$ cat src/rtl/elevator_pkg.sv
// Shared lift floor-interface types: state encoding, floor vector helpers and
// the one-hot check used by the call scheduler and the car controller.
package elevator_pkg;

  localparam int unsigned N_FLOORS_DEF = 4;
  localparam int unsigned MAX_FLOORS   = 64;

  typedef logic [MAX_FLOORS-1:0] floor_vec_t;

  localparam floor_vec_t FLOOR0 = floor_vec_t'(1);

  typedef enum logic [1:0] {
    IDLE,
    UP,
    DOWN,
    DOOR
  } state_t;

  // Vectors are zero-extended to MAX_FLOORS so one helper serves every build width.
  function automatic floor_vec_t lowest_above(input floor_vec_t pend, input floor_vec_t cur);
    floor_vec_t res;
    logic       seen;
    res  = '0;
    seen = 1'b0;
    for (int unsigned i = 0; i < MAX_FLOORS; i++) begin
      if (seen && pend[i] && (res == '0)) res[i] = 1'b1;
      if (cur[i]) seen = 1'b1;
    end
    return res;
  endfunction

  function automatic floor_vec_t highest_below(input floor_vec_t pend, input floor_vec_t cur);
    floor_vec_t res;
    logic       seen;
    res  = '0;
    seen = 1'b0;
    for (int unsigned k = 0; k < MAX_FLOORS; k++) begin
      if (seen && pend[MAX_FLOORS-1-k] && (res == '0)) res[MAX_FLOORS-1-k] = 1'b1;
      if (cur[MAX_FLOORS-1-k]) seen = 1'b1;
    end
    return res;
  endfunction

  function automatic logic is_onehot(input floor_vec_t v);
    int unsigned cnt;
    cnt = 0;
    for (int unsigned i = 0; i < MAX_FLOORS; i++) begin
      if (v[i]) cnt++;
    end
    return (cnt == 1);
  endfunction

endpackage

$ cat src/rtl/floor_pick.sv
// Combinational priority selector: nearest pending floor above and below the
// car, plus flags for calls ahead/behind and a call at the current floor.
module floor_pick
  import elevator_pkg::*;
#(
  parameter int unsigned N_FLOORS = N_FLOORS_DEF
) (
  input  logic [N_FLOORS-1:0] i_pending,
  input  logic [N_FLOORS-1:0] i_cur_floor,
  output logic [N_FLOORS-1:0] o_next_above,
  output logic [N_FLOORS-1:0] o_next_below,
  output logic                o_any_above,
  output logic                o_any_below,
  output logic                o_at_call
);

  assign o_next_above = N_FLOORS'(lowest_above(floor_vec_t'(i_pending), floor_vec_t'(i_cur_floor)));
  assign o_next_below = N_FLOORS'(highest_below(floor_vec_t'(i_pending), floor_vec_t'(i_cur_floor)));
  assign o_any_above  = |o_next_above;
  assign o_any_below  = |o_next_below;
  assign o_at_call    = |(i_pending & i_cur_floor);

endmodule

$ cat src/rtl/elevator_call_scheduler.sv
// SCAN call scheduler: latches floor calls, drives the registered one-hot
// target floor into the car and times the door at each stop.
module elevator_call_scheduler
  import elevator_pkg::*;
#(
  parameter int unsigned N_FLOORS    = N_FLOORS_DEF,
  parameter int unsigned DOOR_CYCLES = 8
) (
  input  logic                clk,
  input  logic                rst,
  input  logic [N_FLOORS-1:0] call_btn,
  input  logic [N_FLOORS-1:0] cur_floor,
  output logic [N_FLOORS-1:0] target_floor,
  output logic [N_FLOORS-1:0] pending,
  output logic                dir_up,
  output logic                door_open,
  output logic                busy,
  output logic                err
);

  localparam int unsigned       CNT_W    = $clog2(DOOR_CYCLES + 1);
  localparam logic [CNT_W-1:0]  CNT_LOAD = CNT_W'(DOOR_CYCLES - 1);

  state_t              r_state;
  logic [N_FLOORS-1:0] r_pending;
  logic [N_FLOORS-1:0] r_target;
  logic                r_dir_up;
  logic                r_err;
  logic [CNT_W-1:0]    r_cnt;

  state_t              w_state_nxt;
  logic [N_FLOORS-1:0] w_pending_nxt;
  logic [N_FLOORS-1:0] w_target_nxt;
  logic                w_dir_nxt;
  logic                w_err_nxt;
  logic [CNT_W-1:0]    w_cnt_nxt;
  logic [N_FLOORS-1:0] w_clr;
  logic                w_cur_valid;
  logic                w_same_floor_press;

  logic [N_FLOORS-1:0] w_next_above;
  logic [N_FLOORS-1:0] w_next_below;
  logic                w_any_above;
  logic                w_any_below;
  logic                w_at_call;

  floor_pick #(
    .N_FLOORS(N_FLOORS)
  ) u_floor_pick (
    .i_pending   (r_pending),
    .i_cur_floor (cur_floor),
    .o_next_above(w_next_above),
    .o_next_below(w_next_below),
    .o_any_above (w_any_above),
    .o_any_below (w_any_below),
    .o_at_call   (w_at_call)
  );

  assign w_cur_valid        = is_onehot(floor_vec_t'(cur_floor));
  assign w_same_floor_press = |(call_btn & cur_floor);

  always_ff @(posedge clk) begin
    if (rst) begin
      r_state   <= IDLE;
      r_pending <= '0;
      r_target  <= N_FLOORS'(FLOOR0);
      r_dir_up  <= 1'b1;
      r_err     <= 1'b0;
      r_cnt     <= '0;
    end else begin
      r_state   <= w_state_nxt;
      r_pending <= w_pending_nxt;
      r_target  <= w_target_nxt;
      r_dir_up  <= w_dir_nxt;
      r_err     <= w_err_nxt;
      r_cnt     <= w_cnt_nxt;
    end
  end

  always_comb begin
    w_state_nxt  = r_state;
    w_target_nxt = r_target;
    w_dir_nxt    = r_dir_up;
    w_err_nxt    = r_err;
    w_cnt_nxt    = r_cnt;
    w_clr        = '0;

    if (!w_cur_valid) begin
      // Position unknown: freeze the FSM, keep accepting calls.
      w_err_nxt = 1'b1;
    end else begin
      case (r_state)
        IDLE: begin
          if (w_at_call) begin
            w_state_nxt = DOOR;
          end else if (w_any_above) begin
            w_state_nxt = UP;
            w_dir_nxt   = 1'b1;
          end else if (w_any_below) begin
            w_state_nxt = DOWN;
            w_dir_nxt   = 1'b0;
          end
        end
        UP: begin
          if (w_at_call)         w_state_nxt = DOOR;
          else if (!w_any_above) w_state_nxt = IDLE;
        end
        DOWN: begin
          if (w_at_call)         w_state_nxt = DOOR;
          else if (!w_any_below) w_state_nxt = IDLE;
        end
        DOOR: begin
          if (w_same_floor_press) begin
            w_cnt_nxt = CNT_LOAD;
          end else if (r_cnt != '0) begin
            w_cnt_nxt = r_cnt - 1'b1;
          end else if (r_dir_up ? w_any_above : w_any_below) begin
            w_state_nxt = r_dir_up ? UP : DOWN;
          end else if (r_dir_up ? w_any_below : w_any_above) begin
            w_state_nxt = r_dir_up ? DOWN : UP;
            w_dir_nxt   = ~r_dir_up;
          end else begin
            w_state_nxt = IDLE;
          end
        end
        default: w_state_nxt = IDLE;
      endcase

      if ((w_state_nxt == DOOR) && (r_state != DOOR)) w_cnt_nxt = CNT_LOAD;
      if ((w_state_nxt == DOOR) || (r_state == DOOR)) w_clr = cur_floor;

      // Target follows the state being entered, so it lands one clock after the cause.
      case (w_state_nxt)
        UP:      w_target_nxt = w_next_above;
        DOWN:    w_target_nxt = w_next_below;
        default: w_target_nxt = cur_floor;
      endcase
    end

    w_pending_nxt = (r_pending | call_btn) & ~w_clr;
  end

  assign target_floor = r_target;
  assign pending      = r_pending;
  assign dir_up       = r_dir_up;
  assign door_open    = (r_state == DOOR);
  assign busy         = (r_state != IDLE) || (|r_pending);
  assign err          = r_err;

endmodule

$ cat config.mk
export PLATFORM = sky130hd
export DESIGN_NAME = elevator_call_scheduler
export DESIGN_NICKNAME = d
export VERILOG_FILES = /design/src/rtl/elevator_pkg.sv /design/src/rtl/floor_pick.sv /design/src/rtl/elevator_call_scheduler.sv
export SDC_FILE = /design/constraint.sdc
export NUM_CORES = 1
export LEC_CHECK = 0
export ABC_AREA = 1
export ABC_CLOCK_PERIOD_IN_PS = 3800
export BUFFER_PORTS_ARGS = -buffer_cell sky130_fd_sc_hd__buf_2
export CORE_AREA = 2 2 57 59
export CTS_CLUSTER_DIAMETER = 40
export DETAILED_ROUTE_END_ITERATION = 8
export DIE_AREA = 0 0 59 61
export PLACE_DENSITY = 0.69
export SLEW_MARGIN = 10
export SYNTH_ARGS = -nofsm -noshare
export SYNTH_HDL_FRONTEND = slang
export SYNTH_HIERARCHICAL = 1
export SYNTH_SLANG_ARGS = --single-unit
$ cat constraint.sdc
create_clock -name clk -period 3.8 [get_ports clk]
set_input_delay 0.38 -clock clk [delete_from_list [all_inputs] [get_ports clk]]
set_output_delay 0.38 -clock clk [all_outputs]
set_load 0.01 [all_outputs]
* Word level (Yosys, flattened, before mapping)
Cells that the tools add are included.
Word-level totals: register bits 16, bits of input ports 10, word-level logic and storage cells 108
Cells by class: add/subtract/negate cells 4, eq/ne operators 14, multiplexer cells 48, bitwise logic cells 8, reductions and logical operators 28
Operators by type and width (count):
- adder 32 x 1 -> 32 bit, second input constant | 3
- two-way mux 32 bit | 3
- == test 32 x 1 -> 1 bit, second input constant | 1
- two-way mux 2 bit | 14
- two-way mux 4 bit | 6
- two-way mux 1 bit | 22
- AND 4 bit | 3
- OR reduction 4 bit | 3
- logical AND 1 bit | 11
- != test 2 bit, second input constant | 5
- == test 2 bit, second input constant | 4
- one-hot mux 2 bit (4 select lines) | 1
- one-hot mux 4 bit (2 select lines) | 1
- AND reduction 8 bit | 1
- zero test 2 bit | 3
- nonzero test 2 bit | 3
- OR reduction 3 bit | 2
- == test 2 x 1 -> 1 bit, second input constant | 2
- inverter 4 bit | 1
- OR 4 bit | 1
- nonzero test 4 bit | 1
- subtractor 4 x 1 -> 4 bit, second input constant | 1
- != test 3 bit, second input constant | 1
- inverter 1 bit | 3
- other kinds (5) | 6

* Longest topological paths before layout
Gate-level depths: netlist (run 1).
depth after elaboration 23, depth in mapped cells 18, mapped depth without buffers 18

* Cells and area by module
The synthesis (run 1) kept the hierarchy.
By module, submodules not included:
- elevator_call_scheduler | instances 1, cells an instance 196, area an instance 1280.0 um^2, sequential area each 320.3 um^2
- floor_pick | instances 1, cells an instance 36, area an instance 152.6 um^2, sequential area each 0.0 um^2

* Worst setup path after synthesis (run 1)
Ideal clock, no wire load.
path kind in2reg, from in cur_floor[0], to reg r_cnt[0], library setup time 0.116 ns, arrival time 2.026 ns, data required time 3.684 ns, path slack 1.658 ns, cell stages on the path 17, buffers on the path 0, cell sequence nor2_1 -> nand2_1 -> nand2_2 -> nand2_1 -> o21ai_0 -> nand2_1 -> a21oi_1 -> nand3_1 -> nand2_1 -> inv_1 -> ha_1 -> inv_1 -> nand2_1 -> nand2_2 -> nor2_4 -> o21ai_0 -> nor2_1
On the way: cells in the longest elaborated chain, start to end 21
Ends and longest elaborated chain:
- from (decl) | RTL line elevator_call_scheduler.sv:12 | input logic [N_FLOORS-1:0] cur_floor,
- two-way mux 1 bit * | RTL line elevator_pkg.sv:27 | if (cur[i]) seen = 1'b1;
- logical AND 1 bit | RTL line elevator_pkg.sv:26 | if (seen && pend[i] && (res == '0)) res[i] = 1'b1;
- two-way mux 1 bit | RTL line elevator_pkg.sv:26
- inverter 1 bit | RTL line elevator_pkg.sv:26
- logical AND 1 bit | RTL line elevator_pkg.sv:26
- two-way mux 1 bit | RTL line elevator_pkg.sv:26
- zero test 2 bit | RTL line elevator_pkg.sv:26
- logical AND 1 bit | RTL line elevator_pkg.sv:26
- (+2 left out)
- via w_any_above | RTL line elevator_call_scheduler.sv:43 | logic w_any_above;
- (+3 left out)
- two-way mux 2 bit | RTL line elevator_call_scheduler.sv:115 | end else if (r_cnt != '0) begin
- two-way mux 2 bit | RTL line elevator_call_scheduler.sv:113 | if (w_same_floor_press) begin
- one-hot mux 2 bit (4 select lines) * | RTL line elevator_call_scheduler.sv:92 | case (r_state)
- two-way mux 2 bit * | RTL line elevator_call_scheduler.sv:88 | if (!w_cur_valid) begin
- == test 2 bit * | RTL line elevator_call_scheduler.sv:129 | if ((w_state_nxt == DOOR) && (r_state != DOOR)) w_cnt_nxt = CNT_LOAD;
- logical AND 1 bit * | RTL line elevator_call_scheduler.sv:129
- nonzero test 3 bit (no line) or nonzero test 2 bit (tied branches)
- AND reduction 3 bit (no line)
- to (signal assigned) | RTL line elevator_call_scheduler.sv:76 | r_cnt <= w_cnt_nxt;
- to (decl) | RTL line elevator_call_scheduler.sv:29 | logic [CNT_W-1:0] r_cnt;
The timed path passes the listed nets; every way through them passes the cells marked *. The select of a mux whose other input is x is not followed. A chain may end at the register's enable or synchronous reset.

* Worst setup path in the final report (run 1)
from reg r_pending[1] (netlist: pending[1]), to reg r_cnt[0]
On the way: cells in the longest elaborated chain, start to end 20
Ends and longest elaborated chain:
- from (decl) | RTL line elevator_call_scheduler.sv:25 | logic [N_FLOORS-1:0] r_pending;
- from (signal assigned) | RTL line elevator_call_scheduler.sv:72 | r_pending <= w_pending_nxt;
- logical AND 1 bit * | RTL line elevator_pkg.sv:26
- two-way mux 1 bit * | RTL line elevator_pkg.sv:26
- via w_next_above[1] | RTL line elevator_call_scheduler.sv:41 | logic [N_FLOORS-1:0] w_next_above;
- inverter 1 bit | RTL line elevator_pkg.sv:26
- logical AND 1 bit | RTL line elevator_pkg.sv:26
- two-way mux 1 bit | RTL line elevator_pkg.sv:26
- zero test 2 bit | RTL line elevator_pkg.sv:26
- logical AND 1 bit | RTL line elevator_pkg.sv:26
- (+2 left out)
- via w_any_above | RTL line elevator_call_scheduler.sv:43
- (+3 left out)
- two-way mux 2 bit | RTL line elevator_call_scheduler.sv:115
- two-way mux 2 bit | RTL line elevator_call_scheduler.sv:113
- one-hot mux 2 bit (4 select lines) * | RTL line elevator_call_scheduler.sv:92
- two-way mux 2 bit * | RTL line elevator_call_scheduler.sv:88
- == test 2 bit * | RTL line elevator_call_scheduler.sv:129
- logical AND 1 bit * | RTL line elevator_call_scheduler.sv:129
- nonzero test 3 bit (no line) or nonzero test 2 bit (tied branches)
- AND reduction 3 bit (no line)
Marks and branches as above.

==> reports/metrics.cfg, run 1 <==
[clocking]
cts_resized=0
cts_root_buf=clkbuf_4
cts_made_buffers=3
clk_latency_ns=0.28
cts-htree-levels=1
cts_tree=yes
clock_sinks=16
ctsHoldBuffers=0
path_clk_slew_ns=0.09
post-cts-setup-buffers=0
max-clock-path-buffers=2

[sta]
slew_violations=0
min_period_over_period_pct=64.6
layout_setup_ws_ns=1.35
fmax_mhz=408
period_minus_slack_ns=2.45
setup_viol_count_final=0
rsz0062_at_grt=false
timing.setup.tns_ns=0
skew_ns=0.00162
finalHoldViolCount=0

[drt]
vias_per_cell=5.09
ant_nets=0
route.vias.total=1457
drt-total-wl_mm=3.32
drtIter0Drc=67
route.detailed.drc=0
wire_per_inst_microns=11.6
dr.pass1.iters=4

[pwr]
p_comb_share_pct=48.8
ir_drop_v=0.000243
p_int_uw=348
switchingPower_uw=275
power.leakage_uw=0.000839
powerDensity_nw_per_um2=395
p_clk_share_pct=17.9
p_sw_share_pct=44.1
fin_total_pwr_uw=624
power_frac_seq_pct=33.3

[hold_path]
holdPathEnd=target_floor[2]
holdPathStages=2
min_path_type=input pin to flip-flop
hold_start=rst

[run_status]
status=completed

[critical_path]
path_class=flip-flop to flip-flop
startpoint_type=flip-flop
reg2reg_depth=17
r2r_start=pending[1]
rrSetupSlack_ns=1.35
crit_fanout=7
end_kind=flip-flop
timing.rr.end=r_cnt[0]
critical_path_required_ns=3.99
crit_arrival_ns=2.64

[synth]
ys.flop_type=dfxtp_1
ys_ff_latch=16
synth_xor_area_share_pct=1.75
synth_compound_area_share_pct=16.4
synth.top_cell.area_share_pct=22.4
yosys-top-cells-count=nand2_1, inv_1, nor2_1
synth_warnings=6
synth-simple-area-share_pct=36.6
synth_cell_types=27
yosys.area.top_type=dfxtp_1
seq_area_frac_synth_pct=22.4
async_reset_ff_share_pct=0
synthCells=232
synth_area_leaders=dfxtp_1, nand2_1, ha_1
synthMuxAreaShare_pct=0
synth_top_family_by_area=simple AND/OR/NAND/NOR gates
syn-cell-area_sq_um=1430
synth_edf_count=0
synthAdderAreaFrac_pct=10.5
syn_area_per_cell_sq_um=6.18
yosysMostFrequentCell=nand2_1

[die]
die_height_microns=61
rows=20
start_util_pct=48.5
core_sq_um=2950
fp.dieArea_sq_um=3600
die_x_microns=59
io_pins=22

[placed_design]
portBuffers=21
dp_hpwl_mm=2.56
dp_slack_ns=1.16
placed_area_sq_um=1540
finalWeightedCongestion=0.825
placed_cells=282

[global_route]
grt_pass1_vias=1266
grt_pass1_wl_mm=5.44
antenna_found_initial=0
grt-ovfl-total=0
grt.total_usage_pct=19.8
grt_max_degree=17

[finish]
antenna_cells=0
final_area_sq_um=1580
nNetsFinal=276
drive_gt1_share_pct=17.0
final_cells=286
syn_to_final_growth_pct=10.3

[run]
maxCapViolations=0

through the flow:
stage / util [%] / hold WS (ns)
3_5_place_dp: 52.3 / 0.447
4_1_cts: 53.5 / 0.390
3_3_place_gp: 52.3 / 0.443
5_1_grt: 53.5 / 0.410
2_1_floorplan: - / 0.455
6_report: 53.5 / 0.396
worst max-delay path: stages, from the launching register on:
cell and delay (ns):
dfxtp_1 0.39, nand2_1 0.13, inv_2 0.05, nor2_1 0.10, nand2_1 0.15, o21ai_0 0.19
nand2_1 0.08, a21oi_1 0.13, nand3_1 0.08, nand2_1 0.12, inv_1 0.07, ha_1 0.19
inv_1 0.08, nand2_1 0.15, nand2_2 0.17, nor2_4 0.06, o21ai_0 0.15, nor2_1 0.06
layout by cell type, fill, tap and decap left out:
cell	instances
nand2_1	61
inv_1	33
nor2_1	27
buf_2	21
dfxtp_1	16
nand3_1	15
o21ai_0	15
ha_1	12
a21oi_1	11
o21ai_1	7
nand2_2	6
nand4_1	4
a22o_1	4
inv_2	3
a21oi_2	3
clkbuf_4	3
nor2_4	2
conb_1	2
o2111ai_1	1
nor4_1	1
xnor2_2	1
nand2_4	1
nor3_2	1
xnor2_1	1
clkbuf_8	1
nor2_2	1
cell type report:
class                   count  area (sq um)
well taps                  33          41.3
fillers                   320          1370
multi-input cells         176           942
repair buffers             21           105
inverters                  36           135
flip-flops and latches     16           320
clock buffers               4          36.3
power by group through the flow:
stage                     sequential, uW  clock (uW)  combinational, uW
final                                207         112                305
after global routing                 211         119                348
after CTS                            207         115                304
after detailed placement             211           0                301
after global placement               212           0                299
after floorplan                      212           0                229
metal layers:
metal  track usage, %  routed length (microns)  vias up
li1                 -                        -      780
met1             25.5                     1520      640
met2             35.6                     1630       37
met3             4.05                      171        0
met4             1.95                        0        0
met5                0                        0        -
flip-flops by register name (all words and copies together), names as in the netlist:
register	cells
pending	4
r_cnt	4
r_state	2
dir_up	1
err	1
target_floor	4
worst max path at each step:
| stage | startpoint | endpoint | depth (start not counted) |
|---|---|---|---|
| floorplan | cur_floor[0] | r_cnt[0] | 17 |
| global placement | cur_floor[0] | r_cnt[0] | 18 |
| detailed placement | cur_floor[0] | r_cnt[0] | 18 |
| CTS | pending[1] | r_cnt[0] | 17 |
| global route | pending[1] | r_cnt[0] | 17 |
| finish | pending[1] | r_cnt[0] | 17 |
logic make-up (layout without fill, tap and decap cells):
logic type                 after synthesis  after routing
and+or+nand+nor                        119            119
other                                    1              2
DFF                                     16             16
adders and majority gates               12             12
AOI/OAI and AO/OA                       41             41
buffers and inverters                   41             61
xor gates and xnor gates                 2              2
(Power assumes the default switching activity.)
==> run 2, diff against run 1 <==
--- a/config.mk
+++ b/config.mk
@@ -6,13 +6,13 @@
 export NUM_CORES = 1
 export LEC_CHECK = 0
 export ABC_AREA = 1
-export ABC_CLOCK_PERIOD_IN_PS = 3800
+export ABC_CLOCK_PERIOD_IN_PS = 1980
 export BUFFER_PORTS_ARGS = -buffer_cell sky130_fd_sc_hd__buf_2
 export CORE_AREA = 2 2 57 59
 export CTS_CLUSTER_DIAMETER = 40
 export DETAILED_ROUTE_END_ITERATION = 8
 export DIE_AREA = 0 0 59 61
-export PLACE_DENSITY = 0.69
+export PLACE_DENSITY = 0.72
 export SLEW_MARGIN = 10
 export SYNTH_ARGS = -nofsm -noshare
 export SYNTH_HDL_FRONTEND = slang
==> constraint.sdc (replaced) <==
create_clock -name clk -period 1.98 [get_ports clk]
set_input_delay 0.198 -clock clk [delete_from_list [all_inputs] [get_ports clk]]
set_output_delay 0.198 -clock clk [all_outputs]
set_load 0.01 [all_outputs]
==> run 2 against run 1 <==
The flow now finishes with violations (setup timing). Routed wire length rose by 32%. Via count grew 17%. Combinational power rose to 3.4 times the previous value. Non-clock buffer count increased by 47. Largest power group unchanged. Die area unchanged. Largest cell class unchanged. Final cell count up 16%. Clock power rose by 110%. Setup slack worse by 1.5 ns. Maximum frequency increased by 16%. Count of clock-buffer cells in the layout unchanged.
==> reports/metrics.cfg, run 2 (same netlist as run 1, synthesis figures left out) <==
[hold_path]
min_path_type=input pin to flip-flop  ; unchanged

[critical_path]
cpPeakStageDelay_ns=0.39  ; about the same
crit_arrival_ns=2.32  ; was 2.64 ns
critical_path_required_ns=2.17  ; was 3.99 ns
path_cells=inv_1 > nor2_2 > nor2_2 > nand2_2 > inv_2 > a21oi_2 > nand4_1 > nand3_2 > nand2_2 > buf_4 > ha_4 > a22o_1 > nand2_1 > o21ai_1 > nand2_1 > a21oi_2  ; was nand2_1 > inv_2 > nor2_1 > nand2_1 > o21ai_0 > nand2_1 > a21oi_1 > nand3_1 > nand2_1 > inv_1 > ha_1 > inv_1 > nand2_1 > nand2_2 > nor2_4 > o21ai_0 > nor2_1
startpoint_type=flip-flop  ; unchanged
end_kind=flip-flop  ; unchanged
path_class=flip-flop to flip-flop  ; unchanged
cp_slowest_cell=dfxtp_4  ; was dfxtp_1
crit_fanout=5  ; was 7

[sta]
finalHoldViolCount=0  ; unchanged
fmax_mhz=471  ; was 408 MHz
slew_violations=0  ; unchanged
skew_ns=0.00656  ; was 0.00162 ns
min_period_over_period_pct=107  ; was 64.6%
layout_setup_ws_ns=-0.142  ; was 1.35 ns
rsz0062_at_grt=true  ; was false
setup_viol_count_final=12  ; was 0
period_minus_slack_ns=2.12  ; was 2.45 ns

[global_route]
antenna_found_initial=0  ; unchanged
grt_max_degree=13  ; was 17
grt_pass1_vias=1486  ; was 1266
grt.total_usage_pct=23.8  ; was 19.8%
grt_pass1_wl_mm=6.47  ; was 5.44 mm
grt-ovfl-total=0  ; unchanged

[pwr]
powerDensity_nw_per_um2=795  ; was 395 nW/um^2
power_frac_seq_pct=23.9  ; was 33.3%
switchingPower_uw=725  ; was 275 uW
fin_total_pwr_uw=1670  ; was 624 uW
p_int_uw=945  ; was 348 uW
power.leakage_uw=0.00108  ; was 0.000839 uW
p_clk_share_pct=14.0  ; was 17.9%
ir_drop_v=0.000527  ; was 0.000243 V
p_comb_share_pct=62.1  ; was 48.8%
p_sw_share_pct=43.4  ; was 44.1%

[finish]
fin_util_pct=71.1  ; was 53.5%
syn_to_final_growth_pct=46.5  ; was 10.3%
nNetsFinal=323  ; was 276
layout_common_cells=nand2_1, buf_4, inv_1  ; was nand2_1, inv_1, nor2_1
drive_gt1_share_pct=44.0  ; was 17.0%
mostFrequentLayoutCell=nand2_1  ; unchanged
antenna_cells=0  ; unchanged

[drt]
drt-total-wl_mm=4.39  ; was 3.32 mm
route.detailed.drc=0  ; unchanged
dr.pass1.iters=4  ; unchanged
wire_per_inst_microns=13.2  ; was 11.6 microns
ant_nets=0  ; unchanged
drtIter0Drc=59  ; was 67
route.vias.total=1700  ; was 1457
vias_per_cell=5.11  ; was 5.09

[clocking]
clk_latency_ns=0.30  ; was 0.28 ns
max-clock-path-buffers=2  ; unchanged
ctsHoldBuffers=0  ; unchanged
cts_made_buffers=3  ; unchanged
cts_tree=yes  ; unchanged
clock_sinks=16  ; unchanged
cts-htree-levels=1  ; unchanged
cts_root_buf=clkbuf_4  ; unchanged
path_clk_slew_ns=0.11  ; was 0.09 ns

[die]
rows=20  ; unchanged
die_height_microns=61  ; unchanged
core_sq_um=2950  ; unchanged
die_x_microns=59  ; unchanged
start_util_pct=48.5  ; unchanged
fp.dieArea_sq_um=3600  ; unchanged
io_pins=22  ; unchanged

[placed_design]
finalWeightedCongestion=0.821  ; was 0.825
dp_hpwl_mm=2.96  ; was 2.56 mm
portBuffers=21  ; unchanged

[run_status]
violations=setup timing
status=finished with violations  ; was completed

[run]
maxCapViolations=0  ; unchanged

==> run 2: cell types whose count changed in the layout (fill, tap and decap cells not counted), sizes merged <==
cell and change:
buf +47
==> run 2: through the flow <==
step / cells / setup slack (ns) / setup TNS, ns / instance area [sq um] / hold WS [ns]
after CTS: 332 / -0.0356 / -0.183 / 2000 / 0.204
final: 333 / -0.142 / -1.05 / 2100 / 0.204
after floorplan: 233 / 0.00130 / 0 / 1450 / 0.360
after global routing: 333 / -0.245 / -2.36 / 2100 / 0.212
after detailed placement: 322 / -0.192 / -1.97 / 1860 / 0.447
after global placement: 322 / -0.177 / -1.40 / 1860 / 0.444
==> run 2: final timing paths <==
check	start	to	slack, ns	cells after the start
worst max-delay path	pending[2]	target_floor[1]	-0.14	16
worst min-delay path	rst	target_floor[2]	0.20	2
worst max register to register	pending[2]	target_floor[1]	-0.14	16
worst min register to register	err	err	0.48	2
==> run 2: power by group through the flow <==
stage | clock network [uW] | registers, uW | logic [uW]
after floorplan | 0 | 409 | 447
after global placement | 0 | 404 | 753
after detailed placement | 0 | 403 | 758
after CTS | 234 | 397 | 885
after global routing | 248 | 403 | 1120
final | 234 | 399 | 1040
==> run 2: per-layer routing <==
| layer | track usage, % | routed length [microns] |
|---|---|---|
| met2 | 42.4 | 2180 |
| met1 | 29.7 | 1800 |
| met3 | 4.26 | 267 |
| met4 | 5.84 | 135 |
| met5 | 0 | 0 |
==> run 2: critical path, delay by kind of cell (launching register included) <==
family,cells,cell delay (ns)
compound gates,4,0.41
simple gates,8,0.75
fa+ha+maj,1,0.16
buf+inv,3,0.29
flops,1,0.39
==> run 2: timing repair <==
action	4_1_cts	5_1_grt
cloned	0	0
setup endpoints to repair	11	14
pin swaps	18	17
gates resized for setup	24	32
buffers inserted	6	1
endpoints found under the hold margin	0	0
==> run 2: cell type report <==
class / instances / area, sq um
Timing Repair Buffer: 68 / 465
Multi-Input combinational cell: 176 / 1080
Clock buffer: 4 / 36.3
Fill cell: 252 / 853
Tap cell: 33 / 41.3
Inverter: 36 / 148
Sequential cell: 16 / 332
